[src/rtl/extbus_pkg.sv]
// Shared definitions for the external-bus VRAM responder: register offsets,
// sequencer states and the address-increment decode.
package extbus_pkg;

  localparam logic [4:0] REG_ADDR_L = 5'd0;
  localparam logic [4:0] REG_ADDR_M = 5'd1;
  localparam logic [4:0] REG_ADDR_H = 5'd2;
  localparam logic [4:0] REG_DATA0  = 5'd3;
  localparam logic [4:0] REG_DATA1  = 5'd4;
  localparam logic [4:0] REG_CTRL   = 5'd5;

  typedef enum logic [1:0] {
    ST_IDLE     = 2'd0,
    ST_WRITE    = 2'd1,
    ST_PREFETCH = 2'd2
  } state_e;

  // incr = 0 means "no step"; otherwise the step is a power of two.
  function automatic logic [16:0] incr_step(input logic [3:0] incr);
    logic [16:0] step;
    step = '0;
    if (incr != 4'd0) step = 17'd1 << (incr - 4'd1);
    return step;
  endfunction

endpackage

[src/rtl/extbus_sync.sv]
// Two-flop synchronizer for one bus strobe; pulses for one cycle when the
// synchronized strobe deasserts, i.e. once at the end of each bus cycle.
module extbus_sync (
  input  logic clk25,
  input  logic rst_n,
  input  logic strobe_i,
  output logic stage1_o,
  output logic fall_o
);

  logic s1_q, s2_q, s3_q;

  always_ff @(posedge clk25 or negedge rst_n) begin
    if (!rst_n) begin
      s1_q <= 1'b0;
      s2_q <= 1'b0;
      s3_q <= 1'b0;
    end else begin
      s1_q <= strobe_i;
      s2_q <= s1_q;
      s3_q <= s2_q;
    end
  end

  assign stage1_o = s1_q;
  assign fall_o   = s3_q & ~s2_q;

endmodule

[src/rtl/extbus_responder.sv]
// Register window onto VRAM: two auto-incrementing address ports with read
// prefetch, driven by an asynchronous CPU-style bus.
module extbus_responder
  import extbus_pkg::*;
(
  input  logic        clk25,
  input  logic        rst_n,
  input  logic        extbus_cs_n,
  input  logic        extbus_rd_n,
  input  logic        extbus_wr_n,
  input  logic [4:0]  extbus_a,
  input  logic [7:0]  extbus_d_in,
  output logic [7:0]  extbus_d_out,
  output logic        extbus_d_oe,
  output logic [16:0] vram_addr,
  output logic [7:0]  vram_wrdata,
  output logic        vram_write,
  output logic        vram_req,
  input  logic        vram_ack,
  input  logic [7:0]  vram_rddata
);

  logic wr_s1, wr_evt, rd_s1, rd_evt;

  extbus_sync u_wr_sync (
    .clk25(clk25), .rst_n(rst_n), .strobe_i(~extbus_cs_n & ~extbus_wr_n),
    .stage1_o(wr_s1), .fall_o(wr_evt)
  );

  extbus_sync u_rd_sync (
    .clk25(clk25), .rst_n(rst_n), .strobe_i(~extbus_cs_n & ~extbus_rd_n),
    .stage1_o(rd_s1), .fall_o(rd_evt)
  );

  logic [4:0]  a_cap_q;
  logic [7:0]  d_cap_q;
  logic [16:0] addr_q [2], addr_d [2];
  logic [3:0]  incr_q [2], incr_d [2];
  logic [7:0]  latch_q [2], latch_d [2];
  logic        sel_q, sel_d;

  logic        pend_valid_q, pend_valid_d, pend_write_q, pend_write_d;
  logic        pend_port_q, pend_port_d;
  logic [16:0] pend_waddr_q, pend_waddr_d, pend_paddr_q, pend_paddr_d;
  logic [7:0]  pend_data_q, pend_data_d;

  state_e      state_q, state_d;
  logic        req_q, req_d, cur_port_q, cur_port_d;
  logic [16:0] cur_addr_q, cur_addr_d, cur_paddr_q, cur_paddr_d;
  logic [7:0]  cur_data_q, cur_data_d;

  logic        ev_valid, ev_write, ev_port, dp;
  logic [16:0] ev_waddr, ev_paddr;

  // Address is also captured during reads so DATAx read events know their port.
  always_ff @(posedge clk25 or negedge rst_n) begin
    if (!rst_n) begin
      a_cap_q <= '0;
      d_cap_q <= '0;
    end else begin
      if (wr_s1 | rd_s1) a_cap_q <= extbus_a;
      if (wr_s1) d_cap_q <= extbus_d_in;
    end
  end

  assign dp = (a_cap_q == REG_DATA1);

  always_comb begin
    addr_d   = addr_q;
    incr_d   = incr_q;
    sel_d    = sel_q;
    ev_valid = 1'b0;
    ev_write = 1'b0;
    ev_port  = 1'b0;
    ev_waddr = '0;
    ev_paddr = '0;
    if (wr_evt) begin
      case (a_cap_q)
        REG_ADDR_L, REG_ADDR_M, REG_ADDR_H: begin
          if (a_cap_q == REG_ADDR_L) addr_d[sel_q][7:0] = d_cap_q;
          else if (a_cap_q == REG_ADDR_M) addr_d[sel_q][15:8] = d_cap_q;
          else begin
            incr_d[sel_q]     = d_cap_q[7:4];
            addr_d[sel_q][16] = d_cap_q[0];
          end
          ev_valid = 1'b1;
          ev_port  = sel_q;
          ev_paddr = addr_d[sel_q];
        end
        REG_DATA0, REG_DATA1: begin
          addr_d[dp] = addr_q[dp] + incr_step(incr_q[dp]);
          ev_valid   = 1'b1;
          ev_write   = 1'b1;
          ev_port    = dp;
          ev_waddr   = addr_q[dp];
          ev_paddr   = addr_d[dp];
        end
        REG_CTRL: sel_d = d_cap_q[0];
        default: ;
      endcase
    end else if (rd_evt && (a_cap_q == REG_DATA0 || a_cap_q == REG_DATA1)) begin
      addr_d[dp] = addr_q[dp] + incr_step(incr_q[dp]);
      ev_valid   = 1'b1;
      ev_port    = dp;
      ev_paddr   = addr_d[dp];
    end
  end

  // The slot is drained by IDLE first, so an event in the same cycle can refill it.
  always_comb begin
    pend_valid_d = pend_valid_q & (state_q != ST_IDLE);
    pend_write_d = pend_write_q;
    pend_port_d  = pend_port_q;
    pend_waddr_d = pend_waddr_q;
    pend_paddr_d = pend_paddr_q;
    pend_data_d  = pend_data_q;
    if (ev_valid && (!pend_valid_d ||
        (!ev_write && !pend_write_q && pend_port_q == ev_port))) begin
      pend_valid_d = 1'b1;
      pend_write_d = ev_write;
      pend_port_d  = ev_port;
      pend_waddr_d = ev_waddr;
      pend_paddr_d = ev_paddr;
      pend_data_d  = d_cap_q;
    end

    state_d     = state_q;
    req_d       = req_q;
    cur_port_d  = cur_port_q;
    cur_addr_d  = cur_addr_q;
    cur_paddr_d = cur_paddr_q;
    cur_data_d  = cur_data_q;
    latch_d     = latch_q;
    case (state_q)
      ST_IDLE: if (pend_valid_q) begin
        cur_port_d  = pend_port_q;
        cur_paddr_d = pend_paddr_q;
        cur_data_d  = pend_data_q;
        cur_addr_d  = pend_write_q ? pend_waddr_q : pend_paddr_q;
        state_d     = pend_write_q ? ST_WRITE : ST_PREFETCH;
      end
      ST_WRITE: begin
        if (!req_q) req_d = 1'b1;
        else if (vram_ack) begin
          req_d      = 1'b0;
          cur_addr_d = cur_paddr_q;
          state_d    = ST_PREFETCH;
        end
      end
      ST_PREFETCH: begin
        if (!req_q) req_d = 1'b1;
        else if (vram_ack) begin
          req_d               = 1'b0;
          latch_d[cur_port_q] = vram_rddata;
          state_d             = ST_IDLE;
        end
      end
      default: state_d = ST_IDLE;
    endcase
  end

  always_ff @(posedge clk25 or negedge rst_n) begin
    if (!rst_n) begin
      for (int i = 0; i < 2; i++) begin
        addr_q[i]  <= '0;
        incr_q[i]  <= '0;
        latch_q[i] <= '0;
      end
      sel_q        <= 1'b0;
      pend_valid_q <= 1'b0;
      pend_write_q <= 1'b0;
      pend_port_q  <= 1'b0;
      pend_waddr_q <= '0;
      pend_paddr_q <= '0;
      pend_data_q  <= '0;
      state_q      <= ST_IDLE;
      req_q        <= 1'b0;
      cur_port_q   <= 1'b0;
      cur_addr_q   <= '0;
      cur_paddr_q  <= '0;
      cur_data_q   <= '0;
    end else begin
      addr_q       <= addr_d;
      incr_q       <= incr_d;
      latch_q      <= latch_d;
      sel_q        <= sel_d;
      pend_valid_q <= pend_valid_d;
      pend_write_q <= pend_write_d;
      pend_port_q  <= pend_port_d;
      pend_waddr_q <= pend_waddr_d;
      pend_paddr_q <= pend_paddr_d;
      pend_data_q  <= pend_data_d;
      state_q      <= state_d;
      req_q        <= req_d;
      cur_port_q   <= cur_port_d;
      cur_addr_q   <= cur_addr_d;
      cur_paddr_q  <= cur_paddr_d;
      cur_data_q   <= cur_data_d;
    end
  end

  assign vram_req    = req_q;
  assign vram_write  = (state_q == ST_WRITE);
  assign vram_addr   = cur_addr_q;
  assign vram_wrdata = cur_data_q;
  assign extbus_d_oe = ~extbus_cs_n & ~extbus_rd_n;

  always_comb begin
    extbus_d_out = '0;
    case (extbus_a)
      REG_ADDR_L: extbus_d_out = addr_q[sel_q][7:0];
      REG_ADDR_M: extbus_d_out = addr_q[sel_q][15:8];
      REG_ADDR_H: extbus_d_out = {incr_q[sel_q], 3'b000, addr_q[sel_q][16]};
      REG_DATA0:  extbus_d_out = latch_q[0];
      REG_DATA1:  extbus_d_out = latch_q[1];
      REG_CTRL:   extbus_d_out = {7'b0, sel_q};
      default:    extbus_d_out = '0;
    endcase
  end

endmodule
[config.mk]
export PLATFORM = sky130hd
export DESIGN_NAME = extbus_responder
export DESIGN_NICKNAME = d
export VERILOG_FILES = /design/src/rtl/extbus_pkg.sv /design/src/rtl/extbus_sync.sv /design/src/rtl/extbus_responder.sv
export SDC_FILE = /design/constraint.sdc
export NUM_CORES = 1
export LEC_CHECK = 0
export BUFFER_PORTS_ARGS = -buffer_cell sky130_fd_sc_hd__buf_2
export CAP_MARGIN = 40
export CORE_AREA = 4 4 170 172
export DETAILED_ROUTE_END_ITERATION = 10
export DIE_AREA = 0 0 174 176
export GPL_TIMING_DRIVEN = 1
export SLEW_MARGIN = 20
export SYNTH_ARGS = -nofsm -noshare
export SYNTH_HDL_FRONTEND = slang
export SYNTH_SLANG_ARGS = --single-unit
[constraint.sdc]
create_clock -name clk25 -period 4.45 [get_ports clk25]
set_clock_uncertainty 0.15 [all_clocks]
set_input_delay 0 -clock clk25 [delete_from_list [all_inputs] [get_ports clk25]]
set_output_delay 0 -clock clk25 [all_outputs]
set_load 0.01 [all_outputs]
**Word-level counts from Yosys, hierarchy flattened**

Index checks and enable logic that the tools add are counted.

- Memories: 0
- Bits in writable memories: 0
- Latch bits: 0
- Word-level logic and storage cells: 181
- Bits in read-only memories: 0
- Bits in registers: 169

- Shifts and indexed selects: 1
- Equality and inequality tests: 19
- Reduce and logical (&&, ||, !) cells: 30
- $lt $le $gt $ge: 6
- Multipliers: 0
- Muxes and demuxes: 79
- Bitwise gates (word level): 16
- Div/mod/pow operators: 0
- $add $sub $neg: 3

Operators with widths:

| operator | count |
|---|---|
| $mux 17 | 30 |
| $bwmux 34 | 5 |
| $mux 34 | 4 |
| $demux 17 s1 | 4 |
| $pmux 17 s2 | 2 |
| $pmux 34 s2 | 1 |
| $pmux 8 s6 | 1 |
| $add 17x17->17 | 2 |
| $mux 4 | 7 |
| $eq 5x2->1 const B | 4 |
| $eq 5x3->1 const B | 4 |
| $shl 1x4->17 const A | 1 |
| $bwmux 16 | 1 |
| $mux 16 | 1 |
| $mux 8 | 2 |
| $mux 2 | 6 |
| $eq 5x1->1 const B | 2 |
| $logic_not 5->1 | 2 |
| $mux 1 | 10 |
| $bwmux 8 | 1 |
| $demux 8 s1 | 1 |
| $reduce_and 4->1 | 2 |
| $logic_and 1x1->1 | 7 |
| $not 1->1 | 7 |
| other kinds (26) | 47 |

**Logic depth before layout (Yosys ltp)**

Gate-level depths: netlist (run 1).

- Depth in word-level cells: 17
- Depth in mapped cells: 15
- Gate-level depth less buffers: 14

**By module**

Synthesis (run 1) repeated with hierarchy kept, for this count alone.

- Cells, all modules: 1012
- Area total of the unflattened synthesis: 9608.0 um^2

Modules (own cells, without submodules):

| module | seq. area each (um^2) | cells each | instances | area an instance (um^2) |
|---|---|---|---|---|
| extbus_responder | 4078.9 | 1004 | 1 | 9430.3 |
| extbus_sync | 75.1 | 4 | 2 | 88.8 |

**Worst setup path before layout (run 1)**

Ideal clock, no wire load.

- Kind: register to register
- Start: register a_cap_q[3]
- End: register addr_q[14] (netlist bit)
- Cell stages (with the launch flop): 15
- Setup slack: 0.422 ns
- Arrival time: 3.752 ns
- Period minus slack after synthesis: 4.028 ns
- Required time: 4.174 ns
- Library setup time: 0.126 ns
- Cell sequence: dfrtp_1 > nor2_1 > nand3_1 > clkbuf_1 > a31oi_1 > nor2_1 > ha_1 > fa_1 > a21o_1 > a22oi_1 > a21oi_1 > or4_1 > a21oi_1 > o32ai_1 > a221o_1

- Longest elaborated chain between the ends: 14
- Elaborated cells on any way between the ends: 41
- Classes of those cells: add/sub (3); order compare (2); eq/ne (5); shift (1); mux (20); bitwise (1); reduce/logical (9)

Ends and longest elaborated chain:

| what | RTL line | RTL |
|---|---|---|
| start, declared | extbus_responder.sv:35 | `logic [4:0] a_cap_q;` |
| start signal, assigned | extbus_responder.sv:61 | `if (wr_s1 \| rd_s1) a_cap_q <= extbus_a;` |
| $eq 5x3->1 | extbus_responder.sv:66, extbus_responder.sv:78, extbus_responder.sv:101 |  |
| $not 1->2 (not written as such) | extbus_responder.sv:91, extbus_responder.sv:102 |  |
| $mux 4 (not written as such) (3 in series) | extbus_responder.sv:91, extbus_responder.sv:102 |  |
| $sub 4x1->4 | extbus_pkg.sv:22 | `if (incr != 4'd0) step = 17'd1 << (incr - 4'd1);` |
| $shl 1x4->17 | extbus_pkg.sv:22 |  |
| $mux 17 | extbus_pkg.sv:22 |  |
| $mux 17 (on tied branches) | extbus_responder.sv:78, extbus_responder.sv:101 |  |
| $mux 17 | extbus_responder.sv:77 | `if (wr_evt) begin` |
| $add 17x17->17 (on tied branches) | extbus_responder.sv:91, extbus_responder.sv:102 |  |
| $bwmux 34 (on tied branches) | extbus_responder.sv:91, extbus_responder.sv:102 |  |
| $pmux 34 s2 / $mux 34 (equally long branches) | extbus_responder.sv:78, extbus_responder.sv:101 |  |
| $mux 34 | extbus_responder.sv:77 |  |
| end signal, assigned | extbus_responder.sv:183 | `addr_q <= addr_d;` |
| end, declared | extbus_responder.sv:37 | `logic [16:0] addr_q [2], addr_d [2];` |

Several ways; a longest one is shown, not always the timed one. The select of a mux whose other input is x is not followed.
A chain may end at the register's enable or synchronous reset.

**Worst setup path in the final report (run 1)**

- Start: register a_cap_q[0]
- End: register addr_q[14] (netlist bit)

Same word-level chain as after synthesis.

==> results of run 1 <==
[cell usage in the layout (no fill, tap or decap), types with 7 or more instances in the layout]
cell and instances:
buf_4 25, a21o_1 10, dfrtp_1 169, mux2_2 72, o22ai_1 22, buf_2 62, nand2b_1 8, a22oi_1 19
nand3_1 22, nor3_1 13, inv_1 14, nand4_1 7, o21ai_0 89, a21oi_1 86, dlygate4sd3_1 28, clkbuf_16 17
mux2_1 10, nand2_1 148, nor2_1 81, mux2i_1 55, a31oi_1 12, ha_1 19, xnor2_1 10
[worst paths after layout]
check | startpoint | endpoint | slack, ns | depth (start not counted)
max | a_cap_q[0] | addr_q[14] | 0.27 | 14
min | extbus_cs_n | extbus_d_oe | 0.11 | 3
max reg2reg | a_cap_q[0] | addr_q[14] | 0.27 | 14
min reg2reg | u_rd_sync.stage1_o | u_rd_sync.s2_q | 0.23 | 0
max in group asynchronous | rst_n | d_cap_q[5] | 3.16 | 4
min in group asynchronous | rst_n | vram_addr[16] | 0.50 | 4
[worst register-to-register path, stage by stage, from the launching register on]
cell and delay [ns]:
dfrtp_1 0.45, nor2_1 0.25, nand3_1 0.18, buf_12 0.21, a31oi_1 0.29, nor2_1 0.08
ha_1 0.24, fa_1 0.47, a21o_1 0.20, a22oi_1 0.26, a21oi_1 0.20, or4_1 0.44
a21oi_1 0.24, o32ai_1 0.14, a221o_1 0.30
[cells by family (layout without fill, tap and decap cells)]
kind of cell	after synthesis	count (layout)
AO/OA/AOI/OAI	283	283
XOR/XNOR	15	15
adder cells (fa/ha/maj)	20	20
buffers and inverters	74	167
flip-flops	169	169
multiplexers	137	137
other	1	1
AND/OR/NAND/NOR	318	318
[state kept, by name, summed over array words and instances, names as in the netlist, 2 cells and up]
| register | cells |
|---|---|
| cur_paddr_q | 17 |
| vram_wrdata | 8 |
| incr_q | 8 |
| d_cap_q | 8 |
| addr_q | 34 |
| pend_waddr_q | 17 |
| pend_paddr_q | 17 |
| vram_addr | 17 |
| latch_q | 16 |
| state_q | 2 |
| a_cap_q | 5 |
| pend_data_q | 8 |
[per-stage QoR]
step                total power [mW]  utilization, %  setup slack, ns  cell area [um2]  std cells
global placement               3.641           37.17           0.4206            10210       1389
finish                         5.197           40.64           0.2654            11170       1456
global route                   5.495           40.64         0.004114            11170       1456
CTS                            5.197           40.56           0.3051            11140       1454
floorplan                      3.123               -           0.4221             9508       1017
detailed placement             3.677           37.35           0.3183            10260       1393
[routing by layer]
layer,GRT usage [%],share of wire [%],up-vias
met5,0,0,-
met2,28.15,42,366
li1,-,-,3831
met3,4.218,8.6,40
met1,27.18,47,3952
met4,6.368,2.4,0
[report_power, final]
part	internal (mW)	total [mW]	switching (mW)
clock	0.804	1.50	0.693
sequential	1.86	2.20	0.340
combinational	0.644	1.50	0.857
total	3.31	5.20	1.89
[area by class of cell]
class / instances / area (um2)
fill: 2708 / 16310
multi-input combinational: 774 / 4992
sequential: 169 / 4229
timing repair buffer: 121 / 879.6
clock buffer: 19 / 442.9
tap: 346 / 432.9
clock inverter: 13 / 137.6
inverter: 14 / 52.55
==> results by group, run 1 <==
Setup path
  • Max incr delay on CP: 0.47 ns
  • Critical-path maximum fanout: 37
  • CP max-delay cell: fa_1
  • Worst path required time: 4.63 ns
  • Family with the most delay on the worst path: compound AO/OA/AOI/OAI gates
  • Nature of the critical path endpoint: flip-flop
  • CP cell instances: nor2_1, nand3_1, buf_12, a31oi_1, nor2_1, ha_1, fa_1, a21o_1, a22oi_1, a21oi_1, or4_1, a21oi_1, o32ai_1, a221o_1
  • Crit path launch type: flip-flop
  • WP buf/inv: 1
  • CP Data Arrival Time: 4.37 ns
  • Critical path class: flip-flop to flip-flop

Clocking
  • Root Buffer: clkbuf_16
  • Post-cts sizing count: 0
  • Clock Latency Late Sink: 0.45 ns
  • Total setup buffers inserted after CTS: 0
  • Cts-stage hold buffer count: 29
  • Num CTS Buffers: 17
  • H-tree lvl count: 4
  • CTS tree: done
  • Clock transition at path regs: 0.07 ns
  • Worst-case clock buffer depth: 2
  • Clock Sinks: 169

Drt
  • Initial detailed-routing violation count: 988
  • Vias: 8,189
  • Vias/cell: 5.624
  • DRT antenna net count: 0
  • WL final: 28,530 um
  • TritonRoute pass-1 iters: 6
  • Drc violations: 0
  • Avg WL per Cell: 19.59 um

Power and ir drop
  • Pwr Density: 465.4 nW/um2
  • Peak VDD IR: 0.2110 mV
  • P_leak: 5.109 nW

GRT
  • Grt ovf: 0
  • First-pass GRT wire length: 45,730 um
  • Pin count of the biggest net entering global routing: 68
  • Gr usage total: 18.86%
  • Initial antenna violation count: 0
  • Vias in the first global route: 7,941

Yosys
  • Adder-cell share of the synthesized area: 2.711%
  • Synth Area per Inst: 9.349 um2
  • Flops & latches, synth: 169
  • Synth Area in Compound Gates: 17.78%
  • Most frequent cell after synthesis: dfrtp_1
  • Synth cell types: 62
  • Post-Syn Area: 9508 um2
  • Proportion of synthesized area in mux cells: 15.50%
  • Synth warnings: 0
  • Net count after synthesis: 1,064
  • Ranking of synthesized cells by area: dfrtp_1, mux2_2, nand2_1, mux2i_1, o21ai_0
  • Gate count of the mapped netlist: 1,017
  • Synth area leader: dfrtp_1
  • Post-Synth Simple-Gate Area: 15.07%
  • Yosys top cell area share: 44.48%
  • Primary FF master, synth: dfrtp_1
  • Main combinational cell family by area after synthesis: compound AO/OA/AOI/OAI gates
  • Synth Area in XOR/XNOR: 1.382%
  • Post-synth EDFFs: 0
  • Top cells by count, synth: dfrtp_1, nand2_1, o21ai_0
  • Asr flop ratio synth: 100.0%
  • Share of synthesized area occupied by flip-flops and latches: 44.48%

Timing
  • Max_slew headroom: 44.01%
  • Final Max Tran Viols: 0
  • Fin crit period: 4.185 ns
  • Hold Slack: 0.1073 ns
  • Hold Fails Final Rpt: 0
  • Setup total negative slack: 0 ns
  • Worst slew pin tran: 0.8368 ns
  • RSZ-0062 raised after global routing: false
  • Period utilisation layout: 94.04%
  • Max Fclk: 239.0 MHz
  • Setup Viol. Count Final: 0

Layout
  • Final #Nets: 1,144
  • Synth-to-layout area growth: 17.45%
  • N_diodes: 0
  • Layout cells sized above 1: 18.20%

Placed design
  • Final GP Congestion: 0.9330
  • Final HPWL DP: 20,300 um
  • Port Buffers: 62

Run status
  • Status: completed

Die
  • Initial core utilization: 34.60%
  • # rows: 61
  • Die Wd: 174 um
  • Die area: 30,620 um2
  • IO Pins: 63
  • Total core area: 27,480 um2
  • Die height: 176 um

Worst hold path
  • HP Class: primary input to output port

Flow run
  • Max-Cap Viols: 0
No activity file was read; power rests on OpenSTA's default activity.
==> inputs of run 2 (changes only) <==
--- a/config.mk
+++ b/config.mk
@@ -11,6 +11,8 @@
 export DETAILED_ROUTE_END_ITERATION = 10
 export DIE_AREA = 0 0 174 176
 export GPL_TIMING_DRIVEN = 1
+export PLACE_DENSITY = 0.48
+export REMOVE_ABC_BUFFERS = 1
 export SLEW_MARGIN = 20
 export SYNTH_ARGS = -nofsm -noshare
 export SYNTH_HDL_FRONTEND = slang
==> run 2 against run 1 <==
Against the previous run: total power up 1.2%; via count down 0.84%; non-clock buffer count up 6; critical path type unchanged; largest cell class unchanged.
==> results by group, run 2 (synthesis gave the netlist of run 1 again) <==
GRT
  • Pin count of the biggest net entering global routing: 107
  • Grt ovf: 0
  • Vias in the first global route: 7,875
  • Gr usage total: 19.99%
  • First-pass GRT wire length: 47,800 um
  • Initial antenna violation count: 0

Drt
  • Initial detailed-routing violation count: 700
  • Drc violations: 0
  • Avg WL per Cell: 20.81 um
  • DRT antenna net count: 0
  • WL final: 30,430 um
  • Vias/cell: 5.554
  • Vias: 8,120
  • TritonRoute pass-1 iters: 5

Layout
  • Most frequent cells in the layout: dfrtp_1, nand2_1, o21ai_0
  • N_diodes: 0
  • Max reg flops: 34
  • Final Cell Area: 11,230 um2
  • Most common cell after layout, fill and taps aside: dfrtp_1
  • Top reg by flops: addr_q
  • Layout cells sized above 1: 18.82%
  • Synth-to-layout area growth: 18.07%
  • Final #Nets: 1,150

Power and ir drop
  • Sw Share: 37.91%
  • Net load switching power: 1.994 mW
  • Cell-internal power: 3.265 mW
  • Pwr Density: 468.5 nW/um2
  • Peak VDD IR: 0.2304 mV
  • P_leak: 5.141 nW
  • Sequential power share: 41.7%
  • Logic gate share of total power: 28.9%
  • Clock power share: 29.4%

Setup path
  • Critical path class: flip-flop to flip-flop
  • Worst path required time: 4.62 ns
  • CP Data Arrival Time: 4.28 ns
  • Critical-path maximum fanout: 20
  • Nature of the critical path endpoint: flip-flop
  • Crit path launch type: flip-flop

Clocking
  • Clock transition at path regs: 0.08 ns
  • Clock Latency Late Sink: 0.44 ns
  • H-tree lvl count: 4
  • Total setup buffers inserted after CTS: 0
  • CTS tree: done
  • Worst-case clock buffer depth: 2
  • Root Buffer: clkbuf_16
  • Clock Sinks: 169
  • Num CTS Buffers: 17

Timing
  • Max Fclk: 242.9 MHz
  • Setup Viol. Count Final: 0
  • Worst slew pin tran: 0.7740 ns
  • Setup total negative slack: 0 ns
  • Final Max Tran Viols: 0
  • Hold Fails Final Rpt: 0
  • Max_slew headroom: 48.40%
  • Period utilisation layout: 92.50%
  • Fin crit period: 4.116 ns
  • RSZ-0062 raised after global routing: false

Die
  • Die height: 176 um
  • Die area: 30,620 um2
  • IO Pins: 63
  • Die Wd: 174 um
  • # rows: 61
  • Total core area: 27,480 um2
  • Initial core utilization: 34.60%

Placed design
  • Port Buffers: 62
  • Final HPWL DP: 21,800 um
  • Final GP Congestion: 0.9219
  • Placed Area: 10,300 um2

Worst hold path
  • HP Class: primary input to output port

Flow run
  • Max-Cap Viols: 0

Run status
  • Status: completed
==> run 2: cell types whose count changed in the layout (fill, tap and decap cells not counted), moves of 2 or more <==
| cell | delta |
|---|---|
| clkinv_4 | -2 |
| inv_8 | +2 |
| buf_4 | +5 |
| clkinv_8 | +4 |
==> run 2: power groups by stage <==
stage / sequential, mW / clock (mW) / combinational [mW]
4_1_cts: 2.19 / 1.58 / 1.52
3_5_place_dp: 2.22 / 0 / 1.49
2_1_floorplan: 2.13 / 0 / 0.959
3_3_place_gp: 2.22 / 0 / 1.49
5_1_grt: 2.23 / 1.65 / 1.69
6_report: 2.19 / 1.55 / 1.52
==> run 2: critical path: stages, from the launching register on <==
cell and delay, ns:
dfrtp_1 0.45, nor2_2 0.18, nand3_2 0.23, buf_4 0.30
nand2_1 0.11, nand2_1 0.07, ha_1 0.21, fa_1 0.47
a21o_1 0.20, a22oi_1 0.28, a21oi_1 0.22, or4_1 0.43
a21oi_1 0.25, o32ai_1 0.14, a221o_1 0.30
==> run 2: cell type report <==
| class | instances | area (um2) |
|---|---|---|
| Inverter | 14 | 52.55 |
| Clock buffer | 17 | 425.4 |
| Multi-Input combinational cell | 774 | 5000 |
| Clock inverter | 15 | 173.9 |
| Tap cell | 346 | 432.9 |
| Timing Repair Buffer | 127 | 912.1 |
| Fill cell | 2749 | 16250 |
| Sequential cell | 169 | 4229 |
==> run 2: layer usage <==
| metal | share of wire [%] | track usage, % | vias to the layer above |
|---|---|---|---|
| met5 | 0 | 0 | - |
| met4 | 2.4 | 6.038 | 0 |
| met3 | 6.7 | 4.711 | 49 |
| met2 | 45 | 30.51 | 305 |
| met1 | 46 | 28.37 | 3910 |
| li1 | - | - | 3856 |
==> run 2: worst paths after layout <==
check                              startpoint              end  slack (ns)  depth (start not counted)
setup / recovery                   a_cap_q[0]       addr_q[14]        0.33                         14
hold / removal                    extbus_cs_n      extbus_d_oe        0.11                          3
setup reg to reg                   a_cap_q[0]       addr_q[14]        0.33                         14
hold reg to reg            u_rd_sync.stage1_o   u_rd_sync.s2_q        0.24                          0
max in group asynchronous               rst_n  pend_paddr_q[9]        2.63                          4
min in group asynchronous               rst_n     vram_addr[5]        0.49                          3
==> run 2: per-stage QoR <==
stage | util, % | hold slack, ns | setup WS, ns | total power, mW | cells
floorplan | - | -0.4456 | 0.03559 | 3.088 | 957
CTS | 40.72 | 0.09367 | 0.2186 | 5.286 | 1459
global route | 40.86 | 0.1186 | 0.06338 | 5.572 | 1462
finish | 40.86 | 0.1061 | 0.3339 | 5.259 | 1462
global placement | 37.32 | -0.1036 | 0.3541 | 3.709 | 1394
detailed placement | 37.48 | -0.1036 | 0.2569 | 3.712 | 1398
==> run 2: timing repair <==
| item | 4_1_cts | 5_1_grt |
|---|---|---|
| hold endpoints to repair | 97 | 0 |
| gates resized for setup | 0 | 2 |
| setup endpoints to repair | 0 | 2 |
| hold buffers | 29 | 0 |
